==> src/rtl/imem_loader.sv <==
// Program loader: assembles little-endian 32-bit words from a byte stream and
// writes them to instruction memory from address 0, stalling fetch meanwhile.
module imem_loader #(
  parameter int ADDR_W = 6,
  parameter int DEPTH  = 2**ADDR_W
) (
  input  logic              clk,
  input  logic              rst_n,
  input  logic              start,
  input  logic [ADDR_W:0]   word_count,
  input  logic              abort,
  input  logic              byte_valid,
  input  logic [7:0]        byte_data,
  output logic              byte_ready,
  output logic              imem_we,
  output logic [ADDR_W-1:0] imem_addr,
  output logic [31:0]       imem_wdata,
  output logic              stall,
  output logic              busy,
  output logic              done
);

  typedef enum logic [1:0] {IDLE, LOAD, WRITE, DONE} state_e;

  localparam logic [ADDR_W:0] DEPTH_C = (ADDR_W+1)'(DEPTH);

  state_e              state_q, state_d;
  logic [ADDR_W:0]     cnt_q, cnt_d;
  logic [ADDR_W:0]     wr_cnt_q, wr_cnt_d;
  logic [ADDR_W-1:0]   addr_q, addr_d;
  logic [1:0]          idx_q, idx_d;
  logic [31:0]         word_q, word_d;
  logic [ADDR_W-1:0]   waddr_q, waddr_d;
  logic [31:0]         wdata_q, wdata_d;

  always_ff @(posedge clk or negedge rst_n) begin
    if (!rst_n) begin
      state_q  <= IDLE;
      cnt_q    <= '0;
      wr_cnt_q <= '0;
      addr_q   <= '0;
      idx_q    <= '0;
      word_q   <= '0;
      waddr_q  <= '0;
      wdata_q  <= '0;
    end else begin
      state_q  <= state_d;
      cnt_q    <= cnt_d;
      wr_cnt_q <= wr_cnt_d;
      addr_q   <= addr_d;
      idx_q    <= idx_d;
      word_q   <= word_d;
      waddr_q  <= waddr_d;
      wdata_q  <= wdata_d;
    end
  end

  always_comb begin
    state_d  = state_q;
    cnt_d    = cnt_q;
    wr_cnt_d = wr_cnt_q;
    addr_d   = addr_q;
    idx_d    = idx_q;
    word_d   = word_q;
    waddr_d  = waddr_q;
    wdata_d  = wdata_q;
    case (state_q)
      IDLE: begin
        if (start) begin
          cnt_d    = (word_count > DEPTH_C) ? DEPTH_C : word_count;
          wr_cnt_d = '0;
          addr_d   = '0;
          idx_d    = '0;
          word_d   = '0;
          state_d  = (word_count == '0) ? DONE : LOAD;
        end
      end
      LOAD: begin
        if (abort) begin
          state_d = IDLE;
        end else if (byte_valid) begin
          word_d[{idx_q, 3'b000} +: 8] = byte_data;
          idx_d = idx_q + 2'd1;
          // The output registers capture the word directly so they hold
          // steady between writes while the next word assembles.
          if (idx_q == 2'd3) begin
            wdata_d = {byte_data, word_q[23:0]};
            waddr_d = addr_q;
            state_d = WRITE;
          end
        end
      end
      WRITE: begin
        addr_d   = addr_q + 1'b1;
        wr_cnt_d = wr_cnt_q + 1'b1;
        if (abort)
          state_d = IDLE;
        else if (wr_cnt_d == cnt_q)
          state_d = DONE;
        else
          state_d = LOAD;
      end
      DONE:    state_d = IDLE;
      default: state_d = IDLE;
    endcase
  end

  assign byte_ready = (state_q == LOAD) && !abort;
  assign imem_we    = (state_q == WRITE);
  assign imem_addr  = waddr_q;
  assign imem_wdata = wdata_q;
  assign stall      = (state_q != IDLE);
  assign busy       = (state_q != IDLE);
  assign done       = (state_q == DONE);

endmodule

==> config.mk <==
export PLATFORM = sky130hd
export DESIGN_NAME = imem_loader
export DESIGN_NICKNAME = d
export VERILOG_FILES = /design/src/rtl/imem_loader.sv
export SDC_FILE = /design/constraint.sdc
export NUM_CORES = 1
export LEC_CHECK = 0
export CAP_MARGIN = 20
export CORE_MARGIN = 3
export CORE_UTILIZATION = 53
export CTS_CLUSTER_SIZE = 40
export DETAILED_ROUTE_END_ITERATION = 7
export GPL_TIMING_DRIVEN = 0
export PLACE_DENSITY = 0.8
export SLEW_MARGIN = 10
export SYNTH_ARGS = -nofsm -noshare
export SYNTH_HDL_FRONTEND = slang
export SYNTH_SLANG_ARGS = --single-unit
==> constraint.sdc <==
create_clock -name clk -period 2 [get_ports clk]
set_input_delay 0.2 -clock clk [delete_from_list [all_inputs] [get_ports clk]]
set_output_delay 0.2 -clock clk [all_outputs]
set_load 0.01 [all_outputs]
==> flow_metrics.py <==
metrics = {
    "placement": {
        "dp_hpwl_um": 5928,
        "io_buffers": 62,
        "place_inst": 529,
        "place_congestion": 0.8395,
    },
    "sta": {
        "fin_hold_ws_ns": 0.3835,
        "min_period_over_period": 0.9715,
        "drv_slew": 0,
        "rsz0062_at_grt": "false",
        "timing.slew.headroom": 0.6257,
        "tightest_slew_ns": 0.5594,
        "hold_violations": 0,
        "fmax_ghz": 0.5146,
        "setup_tns_ns": 0,
        "clock_skew_ns": 0.01374,
        "setup_viol": 0,
        "fin_crit_ns": 1.943,
    },
    "global_route": {
        "grt_max_degree": 46,
        "grt_first_pass_wirelength_um": 13830,
        "grt_antenna_before_repair": 0,
        "grt_pass1_vias": 2877,
        "grt_usage": 0.2089,
        "gr-total-overflow": 0,
    },
    "synthesis": {
        "yosys_most_used_dff": "dfrtp_1",
        "synthArstFlopShare": 1.000,
        "synth.area.top_cells": "dfrtp_1 57%, nand2_1 5.7%, mux2_2 5.3%",
        "synth_top_area_frac": 0.5663,
        "ys_types": 46,
        "synth_edf_count": 0,
        "synth_warnings": 0,
        "syn_avg_cell_area_um2": 10.27,
        "synth-seq-cells": 86,
        "synth_nets": 396,
        "syn_inst": 370,
        "yosysSeqAreaShare": 0.5663,
        "synth_top_area_cell": "dfrtp_1",
        "syn_area_um2": 3800,
    },
    "setup_path": {
        "crit_fanout": 10,
        "cp-end-kind": "register",
        "required_ns": 2.24,
        "r2r_cells": 5,
        "path_cells": "clkdlybuf4s50_1 -> nor2b_1 -> nand3_1 -> buf_2 -> mux2_1",
        "critPathMaxStageDelay_ns": 0.61,
        "cp_slowest_cell": "clkdlybuf4s50_1",
        "start_kind": "input pin",
        "critPathKind": "input pin to register",
        "cp.arrival_ns": 2.18,
    },
    "die": {
        "die_w_um": 90.68,
        "core_area_um2": 6869,
        "num_io_pins": 63,
        "start_util": 0.5532,
        "rows": 30,
        "die_h_um": 90.68,
        "die_area_um2": 8222,
    },
    "routing": {
        "vias": 2983,
        "viasPerCell": 5.453,
        "dr.pass1.iters": 4,
        "totalWireLength_um": 8219,
        "avgRoutedWirePerCell_um": 15.03,
        "first_iter_violations": 185,
        "drc": 0,
        "ant_nets": 0,
    },
    "power_and_ir_drop": {
        "p_per_area_nw_per_um2": 832.4,
        "p_leak_nw": 2.127,
        "irDropWorstVdd_mv": 0.4352,
        "power_mw": 4.002,
    },
    "worst_hold_path": {
        "hp-class": "input pin to async pin",
    },
    "layout": {
        "area_growth_pct": 26.54,
        "nets": 472,
        "fin_cells": 547,
        "drive_gt1_frac": 0.1419,
        "n_antenna_cell": 0,
        "utilization": 0.7000,
    },
    "cts": {
        "clock_sinks": 86,
        "clk_pin_slew_ns": 0.09,
        "htreeDepth": 3,
        "tritoncts": "yes",
        "clockBufferDepth": 2,
        "clk_latency_ns": 0.35,
        "root_buffer": "clkbuf_8",
        "cts_buffers": 9,
    },
    "status": {
        "status": "completed",
    },
    "run": {
        "cap_violations": 0,
    },
}
==> placed cells by master (no fill, tap or decap), types with 6 or more instances in the layout <==
cell type / instances
nor2b_1: 6
nand3_1: 21
clkdlybuf4s50_1: 57
inv_1: 20
clkbuf_8: 9
mux2_2: 18
nand2b_1: 8
dfrtp_1: 84
o21ai_0: 32
o21ai_1: 34
nand2_1: 58
nor2_1: 7
==> final timing paths <==
path	from	endpoint	slack (ns)
max	byte_valid	imem_wdata[5]	0.06
min	rst_n	imem_wdata[28]	0.38
max reg2reg	state_q[0]	imem_wdata[5]	0.07
min reg2reg	word_q[0]	word_q[0]	0.49
max in group asynchronous	rst_n	wr_cnt_q[0]	0.98
min in group clk	word_count[5]	cnt_q[5]	0.44
==> through the flow <==
| step | area, um^2 | setup WS, ns |
|---|---|---|
| after floorplan | 3800 | 0.1899 |
| after global placement | 4541 | -2.247 |
| after detailed placement | 4558 | -0.3112 |
| after CTS | 4772 | 0.007025 |
| after global routing | 4808 | 0.0007263 |
| final | 4808 | 0.05691 |
==> kinds of logic after synthesis <==
family	synth area share
and+or+nand+nor	0.1656
AOI/OAI and AO/OA	0.1294
DFF	0.5663
buffers and inverters	0.03984
muxes	0.06519
xor gates and xnor gates	0.01383
adders and majority gates	0.01976
==> registers in the layout (all words and copies together) (netlist names) <==
| register | cells |
|---|---|
| word_q | 24 |
| imem_wdata | 32 |
| wr_cnt_q | 7 |
| addr_q | 6 |
| cnt_q | 7 |
| idx_q | 2 |
| imem_addr | 6 |
| state_q | 2 |
==> per-layer routing <==
| layer | global-route usage | share of wire |
|---|---|---|
| met2 | 0.3237 | 0.47 |
| met3 | 0.04667 | 0.059 |
| met1 | 0.2934 | 0.46 |
| met5 | 0 | 0 |
| met4 | 0.06888 | 0.017 |
==> layout make-up <==
cell class                      instances  area (um^2)
Buffer                                 16        86.33
Clock buffer                            9        123.9
Clock inverter                          7        57.56
Fill cell                             499         2061
Inverter                               21        78.83
Multi-Input combinational cell        247         1533
Sequential cell                        86         2155
Tap cell                               96        120.1
Timing Repair Buffer                   65        654.4
==> power breakdown <==
group	internal [mW]	switching, mW
combinational	0.417	0.448
clock	0.466	0.652
sequential	1.90	0.115
==> critical path: cells and delay by family <==
kind,cells,cell delay (ns)
mux,1,0.34
simple gates,2,0.68
buf+inv,2,0.95
==> cells in the mapped netlist (6+ instances only) <==
cell type	instances
a21oi_1	6
clkbuf_1	10
dfrtp_1	86
ha_1	6
inv_1	20
mux2_2	18
nand2_1	58
nand2b_1	9
nand3_1	21
nor2_1	8
nor2b_1	6
o21ai_0	32
o21ai_1	34
==> timing repair <==
item,in CTS,in global routing
resized for setup,11,14
hold buffers,1,0
buffers inserted,1,0
setup endpoints to repair,14,52
pin swaps,0,0
endpoints found under the hold margin,41,0
(Power assumes the default switching activity.)
==> edit: new RTL, config.mk and constraints unchanged <==
`addr_q`, `word_q`, `waddr_q` and `wdata_q` no longer have a reset.
--- a/src/rtl/imem_loader.sv
+++ b/src/rtl/imem_loader.sv
@@ -38,21 +38,20 @@
       state_q  <= IDLE;
       cnt_q    <= '0;
       wr_cnt_q <= '0;
-      addr_q   <= '0;
       idx_q    <= '0;
-      word_q   <= '0;
-      waddr_q  <= '0;
-      wdata_q  <= '0;
     end else begin
       state_q  <= state_d;
       cnt_q    <= cnt_d;
       wr_cnt_q <= wr_cnt_d;
-      addr_q   <= addr_d;
       idx_q    <= idx_d;
-      word_q   <= word_d;
-      waddr_q  <= waddr_d;
-      wdata_q  <= wdata_d;
     end
+  end
+
+  always_ff @(posedge clk) begin
+    addr_q  <= addr_d;
+    word_q  <= word_d;
+    waddr_q <= waddr_d;
+    wdata_q <= wdata_d;
   end
 
   always_comb begin
Formal check against the unedited RTL: not equivalent (a bounded check fails within 10 cycles, from zero or initial values and one cycle with rst_n low; the reset may be asserted at any time).
==> edit against the unedited design <==
Critical path depth up 2; cell area shrank 1.1%; wire length fell by 12%; setup slack better by 0.019 ns; sequential cell count did not move; maximum frequency increased by 0.98%; non-clock buffer count down 5; global-route usage down 1.9 points; synthesized area fell by 3.5%.
Power is not compared: it rests on default switching activity, and its combinational part moved more than twofold at a synthesized area within 25%.
==> edit: results (changes against the unedited design) <==
Critical path
The worst-case reg-to-reg path depth was 7 (+2). The critical path class is reg2reg. The critical path's largest stage delay is 0.45 ns (-0.16 ns). The startpoint of the worst register-to-register path is idx_q[0]. Among all stages on the critical path, the largest delay is contributed by sky130_fd_sc_hd__dfrtp_2. The data arrival time at the worst-slack endpoint is 2.11 ns (-0.07 ns). The highest fanout seen on the critical path came to 6 (-4).

Outcome
The run finished with clean final reports.

STA
The worst slew margin relative to its limit is 0.439 (-0.187). The worst slack on hold paths was 0.334 ns (-0.0495 ns).

Global routing
The met1 track demand over resource is 0.262 (-0.0318). The maximum number of pins on one net before global-route repair is 25 (-46%). The met2 routing resource usage after global routing is 0.291 (-0.0330). The total track usage was 0.190 (-0.0187).

Yosys
The number of flops mapped to enable cells by yosys came to 68 (+68). After synthesis, the cell types taking the most area are sky130_fd_sc_hd__edfxtp_1 56%, sky130_fd_sc_hd__dfrtp_1 12%, sky130_fd_sc_hd__nor2b_1 4.3%, sky130_fd_sc_hd__a21oi_1 3.8%, sky130_fd_sc_hd__nor2_1 3.8%. By count the netlist is led by 68 x sky130_fd_sc_hd__edfxtp_1, 37 x sky130_fd_sc_hd__nor2_1, 28 x sky130_fd_sc_hd__a21oi_1, 25 x sky130_fd_sc_hd__nor2b_1, 20 x sky130_fd_sc_hd__nand2_1. The part of the Yosys area used for sequential elements is 0.680 (+0.113). The total nets after synthesis is 321 (-19%).

Layout
The count of nets after finishing is 401 (-15%). The filler-free cell count of the finished design is 456 (-17%).

Routing
The amount of wire on met2 after detailed routing is 3.59 mm (-6.5%). The detailed-route wire length is 7.25 mm (-12%).

Placement
The HPWL after detailed placement came to 4.88 mm (-18%). The routability-driven placement congestion ratio came to 0.831 (-0.98%).
==> edit: cell count changes after synthesis, moves of 14 or more <==
cell and change:
sky130_fd_sc_hd__nand2_1 -38, sky130_fd_sc_hd__o21ai_1 -33, sky130_fd_sc_hd__mux2_2 -17, sky130_fd_sc_hd__nor2b_1 +19, sky130_fd_sc_hd__dfrtp_1 -68, sky130_fd_sc_hd__a21oi_1 +22, sky130_fd_sc_hd__nor2_1 +29, sky130_fd_sc_hd__edfxtp_1 +68
sky130_fd_sc_hd__o21ai_0 -14
==> edit: worst reg2reg max path: cells and delay by family (launching register included) <==
kind	cells	cell delay (ns)
adder cells (fa/ha/maj)	1	0.36
AO/OA/AOI/OAI	1	0.07
AND/OR/NAND/NOR	2	0.48
buffers and inverters	3	0.40
flip-flops	1	0.45
==> edit: logic make-up after synthesis <==
logic type                 share of synthesized area
AOI/OAI and AO/OA                             0.0740
xor gates and xnor gates                      0.0310
adders and majority gates                     0.0239
buffers and inverters                         0.0174
DFF                                            0.680
muxes                                        0.00580
and+or+nand+nor                                0.168
==> edit: power groups by stage <==
stage          sequential (W)  clock [W]  combinational [W]
5_1_grt               0.00280    0.00139            0.00203
2_1_floorplan         0.00270          0            0.00118
3_3_place_gp          0.00277          0            0.00156
4_1_cts               0.00277    0.00130            0.00168
3_5_place_dp          0.00280          0            0.00160
6_report              0.00276    0.00129            0.00181
==> edit: repair_timing <==
action,4_1_cts,5_1_grt
gates resized for setup,10,9
endpoints found under the setup margin,77,50
setup buffers,1,5
pin swaps,0,1
==> edit: final cells by class <==
type	instances	area, um2
clock inverters	4	73.8
repair buffers	69	696
inverters	8	32.5
plain buffers	7	45.0
flip-flops and latches	86	2500
clock buffers	12	135
well taps	77	96.3
multi-input cells	193	1180
fillers	448	1780
